`config.mk`:
```
export PLATFORM = sky130hd
export DESIGN_NAME = snes_ctrl_reader
export DESIGN_NICKNAME = d
export VERILOG_FILES = /design/src/rtl/snes_ctrl_pkg.sv /design/src/rtl/ctrl_sync2.sv /design/src/rtl/snes_ctrl_reader.sv
export SDC_FILE = /design/constraint.sdc
export NUM_CORES = 1
export LEC_CHECK = 0
export ABC_AREA = 1
export CAP_MARGIN = 20
export CELL_PAD_IN_SITES_DETAIL_PLACEMENT = 0
export CELL_PAD_IN_SITES_GLOBAL_PLACEMENT = 2
export CORE_MARGIN = 2
export CORE_UTILIZATION = 38
export DETAILED_ROUTE_END_ITERATION = 10
export PLACE_DENSITY_LB_ADDON = 0.1
export RECOVER_POWER = 50
export SLEW_MARGIN = 20
export SYNTH_ARGS = -nofsm -noshare
export SYNTH_HDL_FRONTEND = slang
export SYNTH_SLANG_ARGS = --single-unit
```
`constraint.sdc`:
```
create_clock -name clock -period 3.85 [get_ports clock]
set_clock_uncertainty 0.15 [all_clocks]
set_input_delay 0.77 -clock clock [delete_from_list [all_inputs] [get_ports clock]]
set_output_delay 0.77 -clock clock [all_outputs]
set_load 0.02 [all_outputs]
```
`src/rtl/snes_ctrl_pkg.sv`:
```
// Shared types and constants for the SNES controller reader.
// Button bit positions, reserved-bit range and default timing live here.
package snes_ctrl_pkg;

  typedef enum logic [2:0] {
    ST_IDLE,
    ST_LATCH,
    ST_SETTLE,
    ST_CLK_LO,
    ST_CLK_HI,
    ST_DONE
  } state_t;

  localparam int BTN_B      = 0;
  localparam int BTN_Y      = 1;
  localparam int BTN_SELECT = 2;
  localparam int BTN_START  = 3;
  localparam int BTN_UP     = 4;
  localparam int BTN_DOWN   = 5;
  localparam int BTN_LEFT   = 6;
  localparam int BTN_RIGHT  = 7;
  localparam int BTN_A      = 8;
  localparam int BTN_X      = 9;
  localparam int BTN_L      = 10;
  localparam int BTN_R      = 11;

  localparam int RESERVED_MSB = 15;
  localparam int RESERVED_LSB = 12;

  localparam int DEF_HALF_CYC = 300;
  localparam int DEF_POLL_CYC = 833333;

  // An absent pad reads all-pressed because the board pulls the data line low.
  function automatic logic is_connected(input logic [15:0] raw);
    return raw[RESERVED_MSB:RESERVED_LSB] == '0;
  endfunction

  function automatic logic [15:0] btn_word(input logic [15:0] raw);
    return is_connected(raw) ? {4'b0000, raw[BTN_R:BTN_B]} : 16'h0000;
  endfunction

endpackage

```
`src/rtl/ctrl_sync2.sv`:
```
// Two-flop synchronizer for pad data; resets to the idle line level (1).
module ctrl_sync2 (
  input  logic clock,
  input  logic reset_n,
  input  logic d,
  output logic q
);

  logic meta;

  always_ff @(posedge clock or negedge reset_n) begin
    if (!reset_n) begin
      meta <= 1'b1;
      q    <= 1'b1;
    end else begin
      meta <= d;
      q    <= meta;
    end
  end

endmodule

```
`src/rtl/snes_ctrl_reader.sv`:
```
// Polls two SNES pads over shared latch/clock lines and publishes button words.
// Optional SNES_CTRL_DEBOUNCE_EN: publish only when two consecutive polls agree.
module snes_ctrl_reader
  import snes_ctrl_pkg::*;
#(
  parameter int HALF_CYC = DEF_HALF_CYC,
  parameter int POLL_CYC = DEF_POLL_CYC
) (
  input  logic        clock,
  input  logic        reset_n,
  input  logic        ctrl_data1,
  input  logic        ctrl_data2,
  output logic        ctrl_latch,
  output logic        ctrl_clk,
  output logic [15:0] p1_buttons,
  output logic [15:0] p2_buttons,
  output logic        p1_connected,
  output logic        p2_connected,
  output logic        update,
  output logic        busy
);

  localparam int PW = $clog2(POLL_CYC);
  localparam int TW = $clog2(2 * HALF_CYC);
  localparam logic [PW-1:0] POLL_LAST  = PW'(POLL_CYC - 1);
  localparam logic [TW-1:0] LATCH_LAST = TW'(2 * HALF_CYC - 1);
  localparam logic [TW-1:0] HALF_LAST  = TW'(HALF_CYC - 1);

  logic [PW-1:0] poll_cnt;
  logic          tick;
  logic          data1_s;
  logic          data2_s;
  state_t        state;
  logic [TW-1:0] timer;
  logic [3:0]    bit_cnt;
  logic [15:0]   raw1;
  logic [15:0]   raw2;
`ifdef SNES_CTRL_DEBOUNCE_EN
  logic [15:0]   prev1;
  logic [15:0]   prev2;
`endif

  assign tick = (poll_cnt == POLL_LAST);

  ctrl_sync2 u_sync1 (.clock(clock), .reset_n(reset_n), .d(ctrl_data1), .q(data1_s));
  ctrl_sync2 u_sync2 (.clock(clock), .reset_n(reset_n), .d(ctrl_data2), .q(data2_s));

  always_ff @(posedge clock or negedge reset_n) begin
    if (!reset_n) poll_cnt <= '0;
    else          poll_cnt <= tick ? '0 : poll_cnt + 1'b1;
  end

  // Samples shift in from the top so the first bit read ends up in raw[0].
  always_ff @(posedge clock or negedge reset_n) begin
    if (!reset_n) begin
      state        <= ST_IDLE;
      timer        <= '0;
      bit_cnt      <= '0;
      raw1         <= '0;
      raw2         <= '0;
      ctrl_latch   <= 1'b0;
      ctrl_clk     <= 1'b1;
      p1_buttons   <= '0;
      p2_buttons   <= '0;
      p1_connected <= 1'b0;
      p2_connected <= 1'b0;
      update       <= 1'b0;
      busy         <= 1'b0;
`ifdef SNES_CTRL_DEBOUNCE_EN
      prev1        <= '0;
      prev2        <= '0;
`endif
    end else begin
      update <= 1'b0;
      timer  <= timer + 1'b1;
      case (state)
        ST_IDLE: begin
          timer <= '0;
          if (tick) begin
            state      <= ST_LATCH;
            ctrl_latch <= 1'b1;
            busy       <= 1'b1;
          end
        end
        ST_LATCH: begin
          if (timer == LATCH_LAST) begin
            timer      <= '0;
            ctrl_latch <= 1'b0;
            state      <= ST_SETTLE;
          end
        end
        ST_SETTLE: begin
          if (timer == HALF_LAST) begin
            timer    <= '0;
            raw1     <= {~data1_s, raw1[15:1]};
            raw2     <= {~data2_s, raw2[15:1]};
            bit_cnt  <= '0;
            ctrl_clk <= 1'b0;
            state    <= ST_CLK_LO;
          end
        end
        ST_CLK_LO: begin
          if (timer == HALF_LAST) begin
            timer    <= '0;
            ctrl_clk <= 1'b1;
            state    <= ST_CLK_HI;
          end
        end
        ST_CLK_HI: begin
          if (timer == HALF_LAST) begin
            timer <= '0;
            if (bit_cnt == 4'd15) begin
              state <= ST_DONE;
            end else begin
              raw1     <= {~data1_s, raw1[15:1]};
              raw2     <= {~data2_s, raw2[15:1]};
              bit_cnt  <= bit_cnt + 1'b1;
              ctrl_clk <= 1'b0;
              state    <= ST_CLK_LO;
            end
          end
        end
        ST_DONE: begin
          state  <= ST_IDLE;
          busy   <= 1'b0;
          update <= 1'b1;
`ifdef SNES_CTRL_DEBOUNCE_EN
          if (raw1 == prev1) begin
            p1_buttons   <= btn_word(raw1);
            p1_connected <= is_connected(raw1);
          end
          if (raw2 == prev2) begin
            p2_buttons   <= btn_word(raw2);
            p2_connected <= is_connected(raw2);
          end
          prev1 <= raw1;
          prev2 <= raw2;
`else
          p1_buttons   <= btn_word(raw1);
          p1_connected <= is_connected(raw1);
          p2_buttons   <= btn_word(raw2);
          p2_connected <= is_connected(raw2);
`endif
        end
        default: state <= ST_IDLE;
      endcase
    end
  end

endmodule
```
==> results.cfg, run 1 <==
[synth]
synth_commonest_cells = 116 x nand2_1, 98 x dfrtp_1, 77 x o21ai_0
synth-warning-count = 0
synth_top_family_by_area = simple AND/OR/NAND/NOR gates
yosys-top-cells-area = dfrtp_1 53%, nand2_1 9.4%, o21ai_0 8.3%
synth_seq_cells = 103
netlist_instances = 536
yosysTopAreaCell = dfrtp_1
synth_top_area_share = 0.528
synth_xor_area_frac = 0.0245
yosysUniqueCellTypes = 33
yosysMostFrequentCell = nand2_1
synth-seq-area-share = 0.556
synth_area_per_cell_sq_um = 8.67
synth_mux_area_frac = 0
synth_simple_gate_area_share = 0.199
syn_area_sq_um = 4640
synth_edf_count = 0
synth_compound_area_frac = 0.120
ys.flop_type = dfrtp_1
synth-async-reset-ratio = 1.00
yosys.area_share.adder = 0.0108

[sta]
max_freq_mhz = 356
setup_slack_ps = 1040
setup_viol = 0
slew_violations = 65
rsz0062_at_grt = no
tns_ps = 0
hold_viol_final = 0
period_needed_ps = 2810
min_period_over_period = 0.729
tightest_slew_ps = 1640
relSlewSlack = -0.0939

[layout]
area_growth_pct = 15.3
fin_cells = 716
n_antenna_cell = 0
fin_util = 0.448
final_nets = 572
drive_gt1_frac = 0.0808

[clocking]
clk_path_buf_depth = 2
htreeDepth = 3
cts.sinks = 103
post_cts_resized = 0
clockRootBuffer = clkbuf_16
ctsHoldBuffers = 0
clk_pin_slew_ps = 70
cts_tree = done
cts_inserted_buffers = 9
insertion_delay_ps = 340
post_cts_buffers = 0

[setup_path]
critical_path.max_stage_delay_ps = 620
critPathBufInv = 3
crit_path_start_kind = flip-flop
cp_cell_sequence = inv_1 > nand2_1 > nor2_1 > inv_1 > nand3_4 > inv_1 > nand2_1 > nand2_1
critPathCaptureType = flip-flop
path_max_fanout = 68
crit_family = simple AND/OR/NAND/NOR gates
required_ps = 3940
crit_start = state[2]
cp.arrival_ps = 2890
rr_startpoint = state[2]
critPathSlowestCell = inv_1
worstSetupPathType = flip-flop to flip-flop

[global_routing]
overflow = 0
grt_max_degree = 69
antenna_found_initial = 0
first_global_vias = 3268
grt_pass1_wl_um = 16000
grtUsageTotal = 0.155

[floorplanning]
rows = 40
ios = 42
initial_utilization = 0.388
chipWidth_um = 115
core_area_sq_um = 12000
dieHeight_um = 115
dieArea_sq_um = 13100

[run_status]
violations = capacitance limit, slew limit
outcome = complete, but fails checks

[flow_run]
cap_violations = 1

[pwr]
leakagePower_uw = 0.00246
pwr_density_cell_nw_per_um2 = 393
power_uw = 2100
peakVddDrop_v = 0.000203

[route]
num_vias = 3429
vias_per_cell = 4.79
drc = 0
dr.pass1.iters = 4
drt-initial-drc-count = 183
wl_per_cell_um = 12.7
ant_nets = 0
totalWireLength_um = 9110

[min_path]
hold_path.class = flip-flop to flip-flop
holdCritStartpoint = u_sync2.meta

[placement]
preCtsSetupSlack_ps = 1350
hpwlAfterDp_um = 6030
place_inst = 700
gp_congestion = 0.765
port_buffers = 33
==> final cells by class <==
class	instances	area, sq um
clock buffer	9	225
tap	147	184
fill	1194	6610
sequential	103	2580
timing repair buffer	34	330
clock inverter	7	95.1
multi-input combinational	345	1670
inverter	71	267
==> path summary, 6_finish.rpt <==
| check | slack (ps) | to | depth (start not counted) |
|---|---|---|---|
| hold / removal | 210 | u_sync2.q | 0 |
| min in group asynchronous | 700 | poll_cnt[17] | 1 |
| max in group asynchronous | 1110 | poll_cnt[12] | 2 |
| setup reg to reg | 1040 | raw1[13] | 8 |
| hold reg to reg | 210 | u_sync2.q | 0 |
| setup / recovery | 1040 | raw1[13] | 8 |
==> cells in the final DEF (no fill, tap or decap), drive strengths merged, types with 2 or more instances in the layout <==
cell type      netlist  routed
o21ai               90      90
dfrtp               98      98
clkbuf               8      11
nor2                60      60
inv                 71      73
dlygate4sd3          0       2
nand2              119     119
and3                 2       2
nand3               21      21
conb                 1       8
ha                   4       4
bufinv               0       2
clkinv               0       2
clkdlybuf4s50        0      30
xor2                 7       7
or2                  4       4
a21oi                5       5
xnor2                6       6
dfstp                5       5
a31oi                2       2
nor3                 3       3
nand4                8       8
==> stage by stage <==
step	cell area (sq um)	hold WS, ps
2_1_floorplan	4670	195
5_1_grt	5360	210
3_5_place_dp	5050	197
3_3_place_gp	5050	196
4_1_cts	5370	208
6_report	5360	206
==> routing by layer <==
layer | vias up | GRT usage | part of all wire
met3 | 6 | 0.0466 | 0.029
met5 | - | 0 | 0
li1 | 1735 | - | -
met1 | 1646 | 0.225 | 0.52
met2 | 42 | 0.223 | 0.45
met4 | 0 | 0.0439 | 0.0074
==> cell families (layout without fill, tap and decap cells) <==
| group | after synthesis | in the layout |
|---|---|---|
| flip-flops | 103 | 103 |
| adder cells (fa/ha/maj) | 4 | 4 |
| buffers and inverters | 95 | 121 |
| other | 1 | 8 |
| AND/OR/NAND/NOR | 220 | 220 |
| XOR/XNOR | 13 | 13 |
| AO/OA/AOI/OAI | 100 | 100 |
==> flip-flops by register name (all words and copies together) (netlist names) <==
signal / flops
ctrl_clk: 1
raw1: 16
p2_buttons: 12
u_sync1.meta: 1
p1_connected: 1
u_sync1.q: 1
u_sync2.meta: 1
raw2: 16
busy: 1
ctrl_latch: 1
update: 1
bit_cnt: 4
u_sync2.q: 1
state: 3
timer: 10
poll_cnt: 20
p1_buttons: 12
p2_connected: 1
==> report_power, final <==
| part | switching (uW) | internal, uW | total (uW) | leakage, uW |
|---|---|---|---|---|
| clock network | 416 | 572 | 988 | 0.000156 |
| logic | 27.9 | 1.97 | 29.9 | 0.000901 |
| registers | 0.631 | 1090 | 1090 | 0.00141 |
Power figures use the tool's default switching activity.
==> run 2: changes to the inputs <==
- CORE_UTILIZATION: 38 -> 35
- clock period: 3.85 -> 2.85 ns (I/O delays scaled with it)
==> run 2 against run 1 <==
Net effect:
- the run still ends with capacitance limit, slew limit left
- die area is 8.3% higher
- clock power is 31% higher
- power is 33% higher
- combinational power is 43% higher
- routed wire length is 0.87% higher
- largest power group unchanged
==> results.cfg, run 2 (same netlist as run 1, synthesis figures left out) <==
[run_status]
outcome = complete, but fails checks
violations = capacitance limit, slew limit

[route]
ant_nets = 0
drt-initial-drc-count = 172
wl_met1_um = 4720
totalWireLength_um = 9180
wl_met3_um = 296
drc = 0
vias_per_cell = 4.52
wl_met2_um = 4100
top_layer = met4
wl_per_cell_um = 12.3
dr.pass1.iters = 4
num_vias = 3380

[layout]
area_growth_pct = 16.6
largest_register_ffs = 20
final_cell_mix = 117 x nand2_1, 98 x dfrtp_1, 77 x o21ai_0, 68 x inv_1, 59 x nor2_1
register_area_sq_um = 2580
multi_input_area_sq_um = 1670
layout_commonest_cell = nand2_1
n_antenna_cell = 0
fillers = 1333
drive_gt1_frac = 0.0787
reg.largest.list = poll_cnt (20), raw1 (16), raw2 (16)
top_register = poll_cnt
final_nets = 575
fin_area_sq_um = 5420

[min_path]
hold_path.class = flip-flop to flip-flop

[sta]
setup_slack_ps = 508
rsz0062_at_grt = no
setup_viol = 0
relSlewSlack = -0.103
min_period_over_period = 0.822
tns_ps = 0
period_needed_ps = 2340
slew_violations = 28
tightest_slew_ps = 1650
hold_viol_final = 0
max_freq_mhz = 427

[floorplanning]
dieArea_sq_um = 14200
core_area_sq_um = 13100
rows = 42
initial_utilization = 0.355
dieHeight_um = 119
chipWidth_um = 119
ios = 42

[global_routing]
grt_pass1_wl_um = 15900
grt_max_degree = 77
grtUsageTotal = 0.139
overflow = 0
antenna_found_initial = 0
first_global_vias = 3234

[placement]
port_buffers = 33
dpl_cell_area_sq_um = 5110
hpwlAfterDp_um = 6250
preCtsSetupSlack_ps = 512
gp_congestion = 0.768

[pwr]
leakagePower_uw = 0.00247
switching_share = 0.200
peakVddDrop_v = 0.000305
comb_power_share = 0.015
p_int_uw = 2240
p_switching_uw = 562
p_clk_frac = 0.462
pwr_density_cell_nw_per_um2 = 518
pwr-share-seq = 0.523

[setup_path]
cp.arrival_ps = 2410
path_max_fanout = 50
critPathCaptureType = flip-flop
worstSetupPathType = flip-flop to flip-flop
required_ps = 2920
crit_path_start_kind = flip-flop

[clocking]
post_cts_buffers = 0
clk_path_buf_depth = 2
cts_tree = done
ctsHoldBuffers = 0
cts.sinks = 103
post_cts_resized = 0
insertion_delay_ps = 340
cts_inserted_buffers = 9
clk_pin_slew_ps = 70
clockRootBuffer = clkbuf_16
htreeDepth = 3

[flow_run]
cap_violations = 1
## run 2: changes by cell type in the layout (fill, tap and decap cells not counted), sizes merged
cell / delta
buf: +4
clkbuf: +2
inv: -2
clkinvlp: -1
## run 2: stage by stage
| stage | instances | hold slack (ps) | total power (uW) | utilization |
|---|---|---|---|---|
| 2_1_floorplan | 543 | 124 | 1510 | - |
| 3_3_place_gp | 732 | 197 | 1540 | 0.391 |
| 3_5_place_dp | 732 | 197 | 1540 | 0.391 |
| 4_1_cts | 748 | 5.48 | 2870 | 0.414 |
| 5_1_grt | 748 | 208 | 2920 | 0.414 |
| 6_report | 748 | 207 | 2800 | 0.414 |
## run 2: power by group through the flow
stage               clock network (uW)  logic (uW)  registers [uW]
floorplan                            0        17.5            1500
global placement                     0        46.7            1500
detailed placement                   0        47.1            1500
CTS                               1350        47.0            1470
global route                      1400        50.1            1470
finish                            1290        42.8            1470
## run 2: final cells by class
type / count / area share
sequential: 103 / 0.477
inverter: 71 / 0.0492
clock inverter: 4 / 0.0136
tap: 176 / 0.0407
clock buffer: 12 / 0.0437
timing repair buffer: 37 / 0.0677
multi-input combinational: 345 / 0.308
## run 2: worst paths after layout
check / startpoint / endpoint / slack (ps) / depth (start not counted)
worst min register to register: u_sync2.meta / u_sync2.q / 210 / 0
worst max register to register: timer[0] / raw2[10] / 510 / 9
max in group asynchronous: reset_n / u_sync1.q / 910 / 2
worst max-delay path: timer[0] / raw2[10] / 510 / 9
min in group asynchronous: reset_n / poll_cnt[14] / 490 / 1
worst min-delay path: u_sync2.meta / u_sync2.q / 210 / 0
## run 2: worst max-delay path, stage by stage, from the launching register on
cell and delay (ps):
dfrtp_1 370, ha_1 190, nand2_1 60, nor2_1 90
nand3_1 150, nand2_1 220, nand3_4 440, buf_4 390
nand2_1 70, o21ai_0 80
## run 2: metal layers
metal	global-route usage	vias up
met5	0	-
met4	0.0357	0
met3	0.0455	5
met2	0.208	43
met1	0.196	1588
li1	-	1744
==> run 3: changes to the inputs <==
- clock period: 2.85 -> 2.16 ns (I/O delays scaled with it)
==> run 3 against run 2 <==
Net effect:
- the run now ends clean
- final area increased by 1.6%
- via count increased by 1.8%
- count of clock-buffer cells in the layout decreased by 3
- worst hold slack improved by 2.2 ps
- sequential power increased by 31%
==> results.cfg, run 3 (same netlist as run 1, synthesis figures left out) <==
[route]
vias_per_cell = 4.56
totalWireLength_um = 9420
ant_nets = 0
dr.pass1.iters = 5
drc = 0
num_vias = 3440
drt-initial-drc-count = 247
wl_per_cell_um = 12.5

[clocking]
clk_path_buf_depth = 2
cts_inserted_buffers = 9
post_cts_buffers = 0
htreeDepth = 3
clockRootBuffer = clkbuf_16
ctsHoldBuffers = 1
insertion_delay_ps = 350
post_cts_resized = 0
clk_pin_slew_ps = 70
cts_tree = done
cts.sinks = 103

[floorplanning]
rows = 42
core_area_sq_um = 13100
chipWidth_um = 119
initial_utilization = 0.355
dieHeight_um = 119
dieArea_sq_um = 14200
ios = 42

[setup_path]
required_ps = 1580
cp_cell_sequence = clkdlybuf4s50_1
timing.rr.end = timer[4]
critPathCaptureType = output pin
crit_family = buffers and inverters
crit_path_start_kind = flip-flop
reg2reg_slack_ps = 290
path_max_fanout = 2
critical_path.max_stage_delay_ps = 600
critPathSlowestCell = clkdlybuf4s50_1
cp.arrival_ps = 1490
rr_startpoint = timer[0]
worstSetupPathType = flip-flop to output pin
critPathBufInv = 1
ff2ff_path_depth = 7

[layout]
area_growth_pct = 18.5
fin_cells = 755
n_antenna_cell = 0
top_register = poll_cnt
layout_commonest_cell = nand2_1
final_cell_mix = 116 x nand2_1, 98 x dfrtp_1, 77 x o21ai_0, 68 x inv_1, 59 x nor2_1
largest_register_ffs = 20
multi_input_area_sq_um = 1670
register_area_sq_um = 2580
final_nets = 582
drive_gt1_frac = 0.0967
reg.largest.list = poll_cnt (20), raw1 (16), raw2 (16)
fillers = 1341

[global_routing]
overflow = 0
grt_pass1_wl_um = 16900
antenna_found_initial = 0
grt_max_degree = 59
grtUsageTotal = 0.148
first_global_vias = 3459

[sta]
tns_ps = 0
setup_viol = 0
slew_violations = 0
tightest_slew_ps = 794
min_period_over_period = 0.958
hold_viol_final = 0
relSlewSlack = 0.471
max_freq_mhz = 483
rsz0062_at_grt = no
period_needed_ps = 2070

[min_path]
holdCritStartpoint = u_sync1.meta
hold_path.class = flip-flop to flip-flop
hold_path_depth = 0
min_to = u_sync1.q

[placement]
place_inst = 738
gp_congestion = 0.789
hpwlAfterDp_um = 6490
port_buffers = 33

[pwr]
pwr_density_cell_nw_per_um2 = 710
power_uw = 3910
peakVddDrop_v = 0.000498
leakagePower_uw = 0.00253

[flow_run]
cap_violations = 0

[run_status]
outcome = finished, final reports clean
-- run 3: changes by cell type in the layout (fill, tap and decap cells not counted) --
cell | previous run | this run
buf_4 | 3 | 7
clkbuf_1 | 4 | 0
clkbuf_2 | 0 | 3
inv_6 | 0 | 3
buf_12 | 1 | 0
buf_6 | 0 | 1
bufinv_16 | 2 | 3
clkinv_2 | 1 | 0
dlygate4sd3_1 | 2 | 3
nand2_1 | 117 | 116
nand2_2 | 2 | 3
-- run 3: how the worst max path moves through the flow --
stage	start	to	slack (ps)	depth (start not counted)
floorplan	timer[0]	bit_cnt[2]	500	10
global placement	timer[0]	timer[3]	330	7
detailed placement	timer[0]	timer[4]	280	7
CTS	ctrl_clk	ctrl_clk	50	1
global route	ctrl_clk	ctrl_clk	40	1
finish	ctrl_clk	ctrl_clk	90	1
-- run 3: final cells by class --
cell class / instances / share of cell area
multi-input cells: 345 / 0.304
well taps: 176 / 0.0400
clock buffers: 9 / 0.0409
flip-flops and latches: 103 / 0.470
inverters: 71 / 0.0484
clock inverters: 7 / 0.0227
repair buffers: 44 / 0.0744
-- run 3: routing by layer --
| layer | share of wire | track usage |
|---|---|---|
| met1 | 0.51 | 0.206 |
| met2 | 0.45 | 0.226 |
| met3 | 0.035 | 0.0436 |
| met4 | 0.011 | 0.0402 |
| met5 | 0 | 0 |
-- run 3: per-stage QoR --
stage	setup WS, ps	instance area (sq um)	hold WS [ps]	utilization
finish	91.4	5500	209	0.420
global route	40.8	5500	216	0.420
CTS	53.6	5520	210	0.422
detailed placement	281	5160	199	0.394
global placement	334	5160	198	0.394
floorplan	504	4670	-13.6	-
-- run 3: power by group --
group	switching [uW]	leakage, uW	internal (uW)
clock network	765	0.000171	1150
logic	50.8	0.000946	6.56
registers	1.12	0.00141	1930
total	817	0.00253	3090
